`src/rtl/execution_monitor.sv`:
```
// execution_monitor: run-control, halt/timeout detection and execution statistics beside the CPU.
// Define EXEC_MONITOR_TRACE_EN to build the memory-write trace FIFO and its host-side port.
module execution_monitor #(
  parameter int PC_WIDTH       = 16,
  parameter int ADDR_WIDTH     = 16,
  parameter int DATA_WIDTH     = 16,
  parameter int STATE_WIDTH    = 3,
  parameter int FETCH_STATE    = 0,
  parameter int HALT_CYCLES    = 5,
  parameter int TIMEOUT_CYCLES = 1000,
  parameter int CNT_WIDTH      = 32
`ifdef EXEC_MONITOR_TRACE_EN
  ,
  parameter int TRACE_DEPTH    = 8
`endif
) (
  input  logic                   clock,
  input  logic                   reset,
  input  logic                   start,
  input  logic                   cpu_running,
  input  logic [STATE_WIDTH-1:0] cpu_state,
  input  logic [PC_WIDTH-1:0]    pc,
  input  logic                   mem_write,
  input  logic [ADDR_WIDTH-1:0]  mem_address,
  input  logic [DATA_WIDTH-1:0]  mem_write_data,
  output logic                   busy,
  output logic                   done,
  output logic                   halted,
  output logic                   timed_out,
  output logic [PC_WIDTH-1:0]    halt_pc,
  output logic [CNT_WIDTH-1:0]   cycle_count,
  output logic [CNT_WIDTH-1:0]   instr_count,
  output logic [CNT_WIDTH-1:0]   write_count
`ifdef EXEC_MONITOR_TRACE_EN
  ,
  output logic                   trace_valid,
  input  logic                   trace_ready,
  output logic [ADDR_WIDTH-1:0]  trace_addr,
  output logic [DATA_WIDTH-1:0]  trace_data,
  output logic                   trace_overflow
`endif
);

  typedef enum logic [1:0] {IDLE, ARMED, RUN, DONE} state_t;

  localparam int STALL_W = $clog2(HALT_CYCLES + 1);

  state_t               state_reg, state_next;
  logic [STALL_W-1:0]   stall_reg, stall_next;
  logic [PC_WIDTH-1:0]  prev_pc_reg, halt_pc_reg;
  logic [CNT_WIDTH-1:0] cycle_count_reg, instr_count_reg, write_count_reg;
  logic                 halted_reg, timed_out_reg;
  logic                 in_run, clear, fetch, stuck, new_instr, halt_hit, timeout_hit;

  function automatic logic [CNT_WIDTH-1:0] sat_inc(input logic [CNT_WIDTH-1:0] v);
    return (v == '1) ? v : v + CNT_WIDTH'(1);
  endfunction

  assign in_run     = (state_reg == RUN);
  assign clear      = start && ((state_reg == IDLE) || (state_reg == DONE));
  assign fetch      = (cpu_state == STATE_WIDTH'(FETCH_STATE));
  assign stuck      = fetch && (pc == prev_pc_reg);
  assign new_instr  = fetch && (pc != prev_pc_reg);
  assign stall_next = stuck ? stall_reg + STALL_W'(1) : '0;
  // Halt fires in the cycle the stall count reaches its limit; timeout fires in the cycle
  // that starts with cycle_count already at the limit, so both line up when pc never moves.
  assign halt_hit    = in_run && stuck && (stall_next == STALL_W'(HALT_CYCLES));
  assign timeout_hit = in_run && (cycle_count_reg >= CNT_WIDTH'(TIMEOUT_CYCLES));

  always_comb begin
    state_next = state_reg;
    case (state_reg)
      IDLE:    if (start) state_next = ARMED;
      ARMED:   if (cpu_running) state_next = RUN;
      RUN:     if (halt_hit || timeout_hit || !cpu_running) state_next = DONE;
      DONE:    if (start) state_next = ARMED;
      default: state_next = IDLE;
    endcase
  end

  always_ff @(posedge clock or negedge reset) begin
    if (!reset) begin
      state_reg       <= IDLE;
      stall_reg       <= '0;
      prev_pc_reg     <= '1;
      halt_pc_reg     <= '0;
      cycle_count_reg <= '0;
      instr_count_reg <= '0;
      write_count_reg <= '0;
      halted_reg      <= 1'b0;
      timed_out_reg   <= 1'b0;
    end else begin
      state_reg <= state_next;
      if (clear) begin
        stall_reg       <= '0;
        prev_pc_reg     <= '1;
        halt_pc_reg     <= '0;
        cycle_count_reg <= '0;
        instr_count_reg <= '0;
        write_count_reg <= '0;
        halted_reg      <= 1'b0;
        timed_out_reg   <= 1'b0;
      end else if (in_run) begin
        stall_reg   <= stall_next;
        prev_pc_reg <= pc;
        // cycle_count stops at the timeout limit rather than counting the exit cycle
        if (!timeout_hit) cycle_count_reg <= sat_inc(cycle_count_reg);
        if (new_instr)    instr_count_reg <= sat_inc(instr_count_reg);
        if (mem_write)    write_count_reg <= sat_inc(write_count_reg);
        if (state_next == DONE) begin
          halt_pc_reg   <= pc;
          halted_reg    <= halt_hit;
          timed_out_reg <= timeout_hit && !halt_hit;
        end
      end
    end
  end

  assign busy        = (state_reg == ARMED) || (state_reg == RUN);
  assign done        = (state_reg == DONE);
  assign halted      = halted_reg;
  assign timed_out   = timed_out_reg;
  assign halt_pc     = halt_pc_reg;
  assign cycle_count = cycle_count_reg;
  assign instr_count = instr_count_reg;
  assign write_count = write_count_reg;

`ifdef EXEC_MONITOR_TRACE_EN
  // Write-trace FIFO; TRACE_DEPTH must be a power of two >= 2 so pointers wrap naturally.
  localparam int PTR_W   = $clog2(TRACE_DEPTH);
  localparam int ENTRY_W = ADDR_WIDTH + DATA_WIDTH;

  logic [ENTRY_W-1:0] fifo_mem [TRACE_DEPTH];
  logic [PTR_W-1:0]   wr_ptr_reg, rd_ptr_reg;
  logic [PTR_W:0]     fill_reg;
  logic [ENTRY_W-1:0] hold_reg, head;
  logic               overflow_reg, push, pop, full, empty, accept;

  assign empty  = (fill_reg == '0);
  assign full   = (fill_reg == (PTR_W + 1)'(TRACE_DEPTH));
  assign push   = in_run && mem_write;
  assign pop    = !empty && trace_ready;
  assign accept = push && (!full || pop);
  assign head   = fifo_mem[rd_ptr_reg];

  always_ff @(posedge clock) begin
    if (accept) fifo_mem[wr_ptr_reg] <= {mem_address, mem_write_data};
  end

  always_ff @(posedge clock or negedge reset) begin
    if (!reset) begin
      wr_ptr_reg   <= '0;
      rd_ptr_reg   <= '0;
      fill_reg     <= '0;
      hold_reg     <= '0;
      overflow_reg <= 1'b0;
    end else if (clear) begin
      wr_ptr_reg   <= '0;
      rd_ptr_reg   <= '0;
      fill_reg     <= '0;
      hold_reg     <= '0;
      overflow_reg <= 1'b0;
    end else begin
      if (accept) wr_ptr_reg <= wr_ptr_reg + PTR_W'(1);
      if (pop) begin
        rd_ptr_reg <= rd_ptr_reg + PTR_W'(1);
        hold_reg   <= head;
      end
      if (accept && !pop) fill_reg <= fill_reg + (PTR_W + 1)'(1);
      else if (pop && !accept) fill_reg <= fill_reg - (PTR_W + 1)'(1);
      if (push && !accept) overflow_reg <= 1'b1;
    end
  end

  // Once empty, the port keeps presenting the last entry handed to the host.
  assign trace_valid               = !empty;
  assign {trace_addr, trace_data}  = empty ? hold_reg : head;
  assign trace_overflow            = overflow_reg;
`else
  logic unused_trace_bits;
  assign unused_trace_bits = ^{mem_address, mem_write_data};
`endif

endmodule

```
`config.mk`:
```
export PLATFORM = sky130hd
export DESIGN_NAME = execution_monitor
export DESIGN_NICKNAME = d
export VERILOG_FILES = /design/src/rtl/execution_monitor.sv
export SDC_FILE = /design/constraint.sdc
export NUM_CORES = 1
export LEC_CHECK = 0
export CORE_UTILIZATION = 40
export CTS_BUF_LIST = sky130_fd_sc_hd__clkbuf_8
export DETAILED_ROUTE_END_ITERATION = 8
export GPL_ROUTABILITY_DRIVEN = 0
export GPL_TIMING_DRIVEN = 0
export PLACE_DENSITY_LB_ADDON = 0.12
export SETUP_SLACK_MARGIN = 0.5
export SLEW_MARGIN = 20
export SYNTH_ARGS = -nofsm -noshare
export SYNTH_HDL_FRONTEND = slang
export SYNTH_SLANG_ARGS = --single-unit
```
`constraint.sdc`:
```
create_clock -name clock -period 4 [get_ports clock]
set_input_delay 1 -clock clock [delete_from_list [all_inputs] [get_ports clock]]
set_output_delay 1 -clock clock [all_outputs]
set_load 0.005 [all_outputs]
```
Word-level counts from Yosys, hierarchy flattened
Index checks and enable logic that the tools add are counted.

storage, ports and cells
  register bits after elaboration = 135
  input port bits = 56
  output and inout port bits = 116
  logic and storage cells = 82

cells by class
  add/subtract/negate cells = 4
  order comparisons = 1
  equality and inequality tests = 14
  mux-type cells = 30
  reduce and logical (&&, ||, !) cells = 24

operators with widths
  kind                                                                     number
  32-bit two-way mux                                                       12
  32-bit by 1-bit adder with 32-bit output, second input constant          3
  32-bit == test, second input constant                                    3
  16-bit two-way mux                                                       5
  32-bit by 10-bit >= comparator with 1-bit output, second input constant  1
  16-bit == test                                                           1
  16-bit inequality test                                                   1
  3-bit two-way mux                                                        3
  3-bit AND reduction                                                      3
  2-bit inequality test, second input constant                             4
  2-bit nonzero test                                                       4
  1-bit logical AND                                                        7
  2-bit == test, second input constant                                     3
  1-bit two-way mux                                                        6
  2-bit two-way mux                                                        3
  2-bit one-hot mux with 3 select lines                                    1
  1-bit logical OR                                                         4
  3-bit by 1-bit adder with 3-bit output, second input constant            1
  3-bit == test, second input constant                                     1
  3-bit zero test                                                          1
  2-bit by 1-bit == test with 1-bit output, second input constant          1
  1-bit zero test                                                          2
  2-bit zero test                                                          1
  2-bit AND reduction                                                      1
  2-bit OR reduction                                                       1

Depth between registers and ports, before layout
Gate-level depths: netlist of the first run.

  depth in word-level cells = 13
  mapped depth = 9
  depth with buffers taken out = 8

Worst setup path after synthesis of the first run
No wires, ideal clock.

  path type = input port to flip-flop
  from = input port pc[7]
  to = register halt_pc_reg[10] (netlist: halt_pc[10])
  setup time = 0.124 ns
  data arrival time = 2.462 ns
  data required time = 3.876 ns
  slack = 1.414 ns
  stages = 7
  path buffers = 1
  cell sequence = xor2_1 -> nor4_2 -> nand4_2 -> nor4_4 -> a31oi_4 -> buf_6 -> mux2i_1

on the way
  longest elaborated chain between the ends = 12
  elaborated cells between the ends (all ways) = 13
  those cells by class = eq/ne: 3; mux: 3; reduce/logical: 7

RTL lines
  item                                     RTL line  RTL
  from (decl)                              22        input logic [PC_WIDTH-1:0] pc,
  16-bit == test *                         62        assign stuck = fetch && (pc == prev_pc_reg);
  1-bit logical AND *                      62
  3-bit two-way mux                        64        assign stall_next = stuck ? stall_reg + STALL_W'(1) : '0;
  3-bit == test                            67        assign halt_hit = in_run && stuck && (stall_next == STALL_W'(HALT_CYCLES));
  1-bit logical AND *                      67
  1-bit logical OR * (2 in series)         75        RUN: if (halt_hit || timeout_hit || !cpu_running) state_next = DONE;
  2-bit two-way mux *                      75
  2-bit one-hot mux with 3 select lines *  72        case (state_reg)
  2-bit == test *                          110       if (state_next == DONE) begin
  2-bit nonzero test (no source line) *    n/a
  2-bit AND reduction (no source line) *   n/a
  to (signal assigned)                     111       halt_pc_reg <= pc;
  to (decl)                                50        logic [PC_WIDTH-1:0] prev_pc_reg, halt_pc_reg;

Mark *: on every way between the ends. The rest lies on a longest branch, timed or not.
A chain may end at the register's enable or synchronous reset.

Final worst setup path of the first run
  from = input port pc[7]
  to = register halt_pc_reg[11] (netlist: halt_pc[11])

The elaborated chain is that of the path after synthesis.

==> results of run 1 <==
[cell type report]
| class | count | area, sq um | share of cell area [%] |
|---|---|---|---|
| Buffer | 28 | 121.4 | 1.382 |
| Clock buffer | 17 | 234.0 | 2.664 |
| Clock inverter | 15 | 131.4 | 1.496 |
| Inverter | 15 | 56.30 | 0.6411 |
| Multi-Input combinational cell | 503 | 3142 | 35.77 |
| Sequential cell | 135 | 3398 | 38.69 |
| Tap cell | 220 | 275.3 | 3.134 |
| Timing Repair Buffer | 140 | 1424 | 16.21 |
[per-stage QoR]
step	util (%)	std cells	TNS [ns]	power, mW	setup slack, ns
after floorplan	-	681	0	2.541	1.414
after global routing	53.34	1073	0	4.381	0.9162
after CTS	53.34	1073	0	4.178	0.9788
after global placement	50.92	1040	-446.05	3.057	-3.519
after detailed placement	51.12	1041	0	3.106	0.5015
final	53.34	1073	0	4.115	1.012
[synth_stat cells (10+ instances only)]
master    number  area [sq um]
and3_1        10         62.56
or3_1         24         150.1
o21ai_0       32         160.2
o211ai_1      12         90.09
nor2_1        54         202.7
xor2_1        45         394.1
nand3_1       25         125.1
nand2_1       89         334.1
mux2i_1       37         370.4
nand4_1       28         175.2
clkbuf_1      19         71.32
a21oi_1       34         170.2
dfstp_2       16         420.4
inv_1         14         52.55
and2_1        26         162.7
nor4_1        10         62.56
dfrtp_1      119          2978
[per-layer routing]
metal | up-vias | track usage [%] | wire [um]
li1 | 2731 | - | -
met1 | 2804 | 29.31 | 8260
met3 | 14 | 3.819 | 711
met4 | 0 | 6.266 | 171
met5 | - | 0 | 0
met2 | 147 | 33.63 | 8452
[power by group]
part	leakage [nW]	internal, mW	switching, mW	total, mW
Clock	0.175	0.453	0.607	1.06
Sequential	1.81	1.56	0.116	1.67
Combinational	1.68	0.536	0.847	1.38
[worst max-delay path: cells and delay by family]
kind,cells,cell delay (ns)
AND/OR/NAND/NOR,3,1.12
multiplexers,1,0.13
buffers and inverters,2,0.72
XOR/XNOR,1,0.19
AO/OA/AOI/OAI,1,0.14
[cells by family after synthesis]
kind of cell               after synthesis  synth area share [%]
AOI/OAI and AO/OA                      100                 8.940
muxes                                   37                 5.513
adders and majority gates                8                 1.490
and+or+nand+nor                        307                 24.18
xor gates and xnor gates                51                 6.649
DFF                                    135                 50.59
buffers and inverters                   43                 2.645
[worst max-delay path by stage]
stage	from	endpoint
finish	pc[7]	halt_pc[11]$_DFFE_PN0P_
global route	pc[5]	halt_pc[11]$_DFFE_PN0P_
CTS	pc[5]	halt_pc[11]$_DFFE_PN0P_
detailed placement	pc[5]	halt_pc[11]$_DFFE_PN0P_
global placement	reset	write_count[7]$_DFFE_PN0P_
floorplan	pc[7]	halt_pc[10]$_DFFE_PN0P_
==> flow_metrics.py, run 1 <==
metrics = {
    "layout": {
        "area_growth_syn_to_layout_pct": 30.73,
        "fillCellCount": 1520,
        "final_common_cell": "clkdlybuf4s50_1",
        "fin_area_sq_um": 8782,
        "antenna_cells": 0,
        "layout-drive-gt1-share_pct": 8.441,
        "final_cell_mix": "138 x clkdlybuf4s50_1, 119 x dfrtp_1, 89 x nand2_1",
        "nets": 904,
    },
    "sta": {
        "period_minus_slack_ns": 2.988,
        "skew_ns": 0.01161,
        "relSlewSlack_pct": 31.94,
        "max_freq_ghz": 0.3347,
        "tightest_slew_ns": 1.012,
        "final_hold_viol_count": 0,
        "maxSlewViolCount": 0,
        "min_period_over_period_pct": 74.69,
        "finalSetupViolations": 0,
        "grt_setup_unrepaired": "no",
        "fin_hold_ws_ns": 0.4922,
    },
    "placed_design": {
        "port-buffer-count": 139,
        "dpl-instance-area_sq_um": 8417,
        "hpwl_um": 12670,
    },
    "power": {
        "power_density_nw_per_um2": 468.5,
        "leakage_nw": 3.668,
        "ir_worst_vdd_mv": 0.2564,
    },
    "yosys": {
        "ys_ff_latch": 135,
        "synth_warnings": 0,
        "syn_area_per_cell_sq_um": 9.864,
        "synthArstFlopShare_pct": 100.0,
        "synth-main-ff-cell": "dfrtp_1",
        "syn_nets": 745,
        "syn_area_sq_um": 6718,
        "syn_inst": 681,
        "synth_edf_count": 0,
        "ys_seq_area_share_pct": 50.59,
        "synth_cell_type_count": 47,
    },
    "clocking": {
        "cts_buffer_depth": 2,
        "cts.sinks": 135,
        "numCtsBuffers": 17,
        "clk_latency_ns": 0.44,
        "post_cts_resized": 0,
        "htree_num_levels": 4,
        "cts_setup_buffers": 0,
        "clock_tree.root_cell": "clkbuf_8",
        "hold_buffers": 0,
        "tritoncts": "yes",
        "path_clk_slew_ns": 0.09,
    },
    "worst_setup_path": {
        "crit_chain": "clkdlybuf4s50_1 -> xor2_1 -> nor4_2 -> nand4_2 -> nor4_4 -> a31oi_4 -> buf_6 -> mux2i_1",
        "r2r_end": "instr_count[19]$_DFFE_PN0P_",
        "reg2reg_from": "state_reg[0]$_DFF_PN0_",
        "reg2regPathDepth": 8,
        "end_kind": "flop",
        "worst_ep_arrival_time_ns": 3.31,
        "critical_path_required_ns": 4.32,
        "crit_fanout": 10,
        "r2r_slack_ns": 1.31,
        "cpPeakStageDelay_ns": 0.49,
        "path_class": "primary input to flop",
        "worstSetupStartpointType": "primary input",
        "critPathSlowestCell": "clkdlybuf4s50_1",
    },
    "global_routing": {
        "overflow": 0,
        "grt_first_pass_wirelength_um": 29080,
        "grt_pass1_vias": 5648,
        "antenna_found_initial": 0,
        "grt_use_total_pct": 21.13,
        "grt_start_max_net_pins": 70,
    },
    "route": {
        "drtIter0Drc": 225,
        "postRouteAntennaNets": 0,
        "drc": 0,
        "routed_wl_um": 17600,
        "vias": 5696,
        "drt_pre_antenna_iters": 4,
        "viasPerCell": 5.308,
        "drt-wirelength-per-cell_um": 16.40,
    },
    "die": {
        "pin_count": 172,
        "start_util_pct": 40.80,
        "rows": 47,
        "fp.coreArea_sq_um": 16470,
        "dieArea_sq_um": 17320,
        "fp.dieW_um": 131.6,
        "die_y_um": 131.6,
    },
    "flow_run": {
        "maxCapViolCount": 0,
    },
    "hold_path": {
        "hp-class": "primary input to asynchronous set/reset pin",
    },
    "run_status": {
        "status": "finished, final reports clean",
    },
}
Note: power is estimated with default switching activity, not from simulation.
==> inputs of run 2 (changes only) <==
==> constraint.sdc (replaced) <==
create_clock -name clock -period 2.6 [get_ports clock]
set_input_delay 0.65 -clock clock [delete_from_list [all_inputs] [get_ports clock]]
set_output_delay 0.65 -clock clock [all_outputs]
set_load 0.005 [all_outputs]
==> run 2 against run 1 <==
  * Die area unchanged
  * Utilization rose by 8.7 points
  * Critical path depth increased by 1
  * First-iteration DRC count rose by 63%
  * Sequential power is 56% higher
  * Clock-buffer cell count is 1 higher
  * Clock power up 65%
  * Clock skew shrank 0.0013 ns
  * Sequential cell count did not move
  * Via count increased by 9.2%
  * Register-to-register slack worse by 0.93 ns
  * Critical endpoint is now instr_count[29]$_DFFE_PN0P_
==> flow_metrics.py, run 2 (same netlist as run 1, synthesis figures left out) <==
metrics = {
    "layout": {
        "fillCellCount": 1403,
        "nets": 991,
        "utilization_pct": 62.00,
        "final_cell_mix": "104 x clkdlybuf4s50_1, 95 x dfrtp_1, 88 x nand2_1",
        "layout-drive-gt1-share_pct": 27.87,
        "antenna_cells": 0,
        "final_common_cell": "clkdlybuf4s50_1",
        "area_growth_syn_to_layout_pct": 51.96,
    },
    "sta": {
        "fin_hold_ws_ns": 0.1367,
        "maxSlewViolCount": 0,
        "final_hold_viol_count": 0,
        "skew_ns": 0.01034,
        "grt_setup_unrepaired": "yes",
        "period_minus_slack_ns": 2.221,
        "max_freq_ghz": 0.4502,
        "tightest_slew_ns": 0.6802,
        "min_period_over_period_pct": 85.43,
        "relSlewSlack_pct": 54.65,
        "finalSetupViolations": 0,
    },
    "power": {
        "ir_worst_vdd_mv": 0.4084,
        "leakage_nw": 4.605,
        "power_mw": 7.131,
        "power_density_nw_per_um2": 698.5,
    },
    "clocking": {
        "htree_num_levels": 4,
        "tritoncts": "yes",
        "cts_buffer_depth": 2,
        "cts.sinks": 135,
        "clock_tree.root_cell": "clkbuf_8",
        "clk_latency_ns": 0.45,
        "numCtsBuffers": 17,
        "path_clk_slew_ns": 0.08,
    },
    "global_routing": {
        "overflow": 0,
        "antenna_found_initial": 0,
        "grt_start_max_net_pins": 73,
        "grt_pass1_vias": 6186,
        "grt_first_pass_wirelength_um": 31270,
        "grt_use_total_pct": 22.67,
    },
    "run_status": {
        "status": "finished, final reports clean",
    },
    "route": {
        "vias": 6218,
        "drt-wirelength-per-cell_um": 17.08,
        "drc": 0,
        "routed_wl_um": 19820,
        "drt_pre_antenna_iters": 5,
        "drtIter0Drc": 366,
        "viasPerCell": 5.360,
        "postRouteAntennaNets": 0,
    },
    "placed_design": {
        "hpwl_um": 12440,
        "port-buffer-count": 139,
    },
    "worst_setup_path": {
        "crit_fanout": 4,
        "worstSetupStartpointType": "flop",
        "end_kind": "flop",
        "critical_path_required_ns": 2.98,
        "worst_ep_arrival_time_ns": 2.60,
        "path_class": "flop to flop",
    },
    "hold_path": {
        "hp-class": "primary input to asynchronous set/reset pin",
    },
    "die": {
        "fp.dieW_um": 131.6,
        "fp.coreArea_sq_um": 16470,
        "die_y_um": 131.6,
        "dieArea_sq_um": 17320,
        "rows": 47,
        "start_util_pct": 40.80,
        "pin_count": 172,
    },
    "flow_run": {
        "maxCapViolCount": 0,
    },
}
run 2: stage by stage:
stage / instance area, sq um / setup TNS (ns) / worst slack (ns) / cells
floorplan: 6730 / 0 / 0.3848 / 681
global placement: 8397 / -602.79 / -4.544 / 1040
detailed placement: 8429 / -22.90 / -0.5060 / 1041
CTS: 9528 / 0 / 0.3321 / 1122
global route: 10210 / 0 / 0.2810 / 1160
finish: 10210 / 0 / 0.3789 / 1160
run 2: worst max-delay path: stages, from the launching register on:
cell	delay, ns
dfstp_2	0.56
xor2_2	0.20
nor4_4	0.08
nand4_4	0.12
buf_6	0.13
buf_6	0.09
nand4_1	0.24
buf_4	0.24
or3_4	0.36
a21oi_2	0.12
run 2: routing by layer:
layer | track usage (%) | vias to the layer above | part of all wire [%]
met5 | 0 | - | 0
met1 | 30.22 | 3111 | 45
met2 | 36.98 | 200 | 49
met3 | 4.128 | 33 | 4.6
li1 | - | 2874 | -
met4 | 7.881 | 0 | 1.6
run 2: timing repair:
action / in CTS / in global routing
setup buffers: 46 / 37
hold buffers: 0 / 0
gates cloned: 3 / 1
endpoints found under the setup margin: 154 / 114
resized for setup: 110 / 98
pin swaps: 31 / 30
run 2: path summary, 6_finish.rpt:
path | startpoint | to | slack [ns] | cells after the start
setup / recovery | prev_pc_reg[3]$_DFFE_PN1P_ | instr_count[29]$_DFFE_PN0P_ | 0.38 | 9
hold / removal | reset | cycle_count[14]$_DFFE_PN0P_ | 0.14 | 1
setup reg to reg | prev_pc_reg[3]$_DFFE_PN1P_ | instr_count[29]$_DFFE_PN0P_ | 0.38 | 9
hold reg to reg | halted$_DFFE_PN0P_ | halted$_DFFE_PN0P_ | 0.52 | 2
max in group asynchronous | reset | write_count[6]$_DFFE_PN0P_ | 1.71 | 2
min in group clock | halted$_DFFE_PN0P_ | halted$_DFFE_PN0P_ | 0.52 | 2
run 2: area by class of cell:
class / count / area, sq um / share of cell area [%]
buffer: 28 / 197.7 / 1.937
clock buffer: 18 / 247.7 / 2.427
clock inverter: 14 / 152.6 / 1.495
inverter: 15 / 61.31 / 0.6006
multi-input combinational: 503 / 3627 / 35.53
sequential: 135 / 3428 / 33.58
tap: 220 / 275.3 / 2.696
timing repair buffer: 227 / 2218 / 21.73
run 2: power by group:
part | internal [mW] | switching [mW] | total (mW)
registers | 2.40 | 0.196 | 2.60
clock network | 0.881 | 0.872 | 1.75
logic | 1.23 | 1.55 | 2.78
total | 4.51 | 2.62 | 7.13
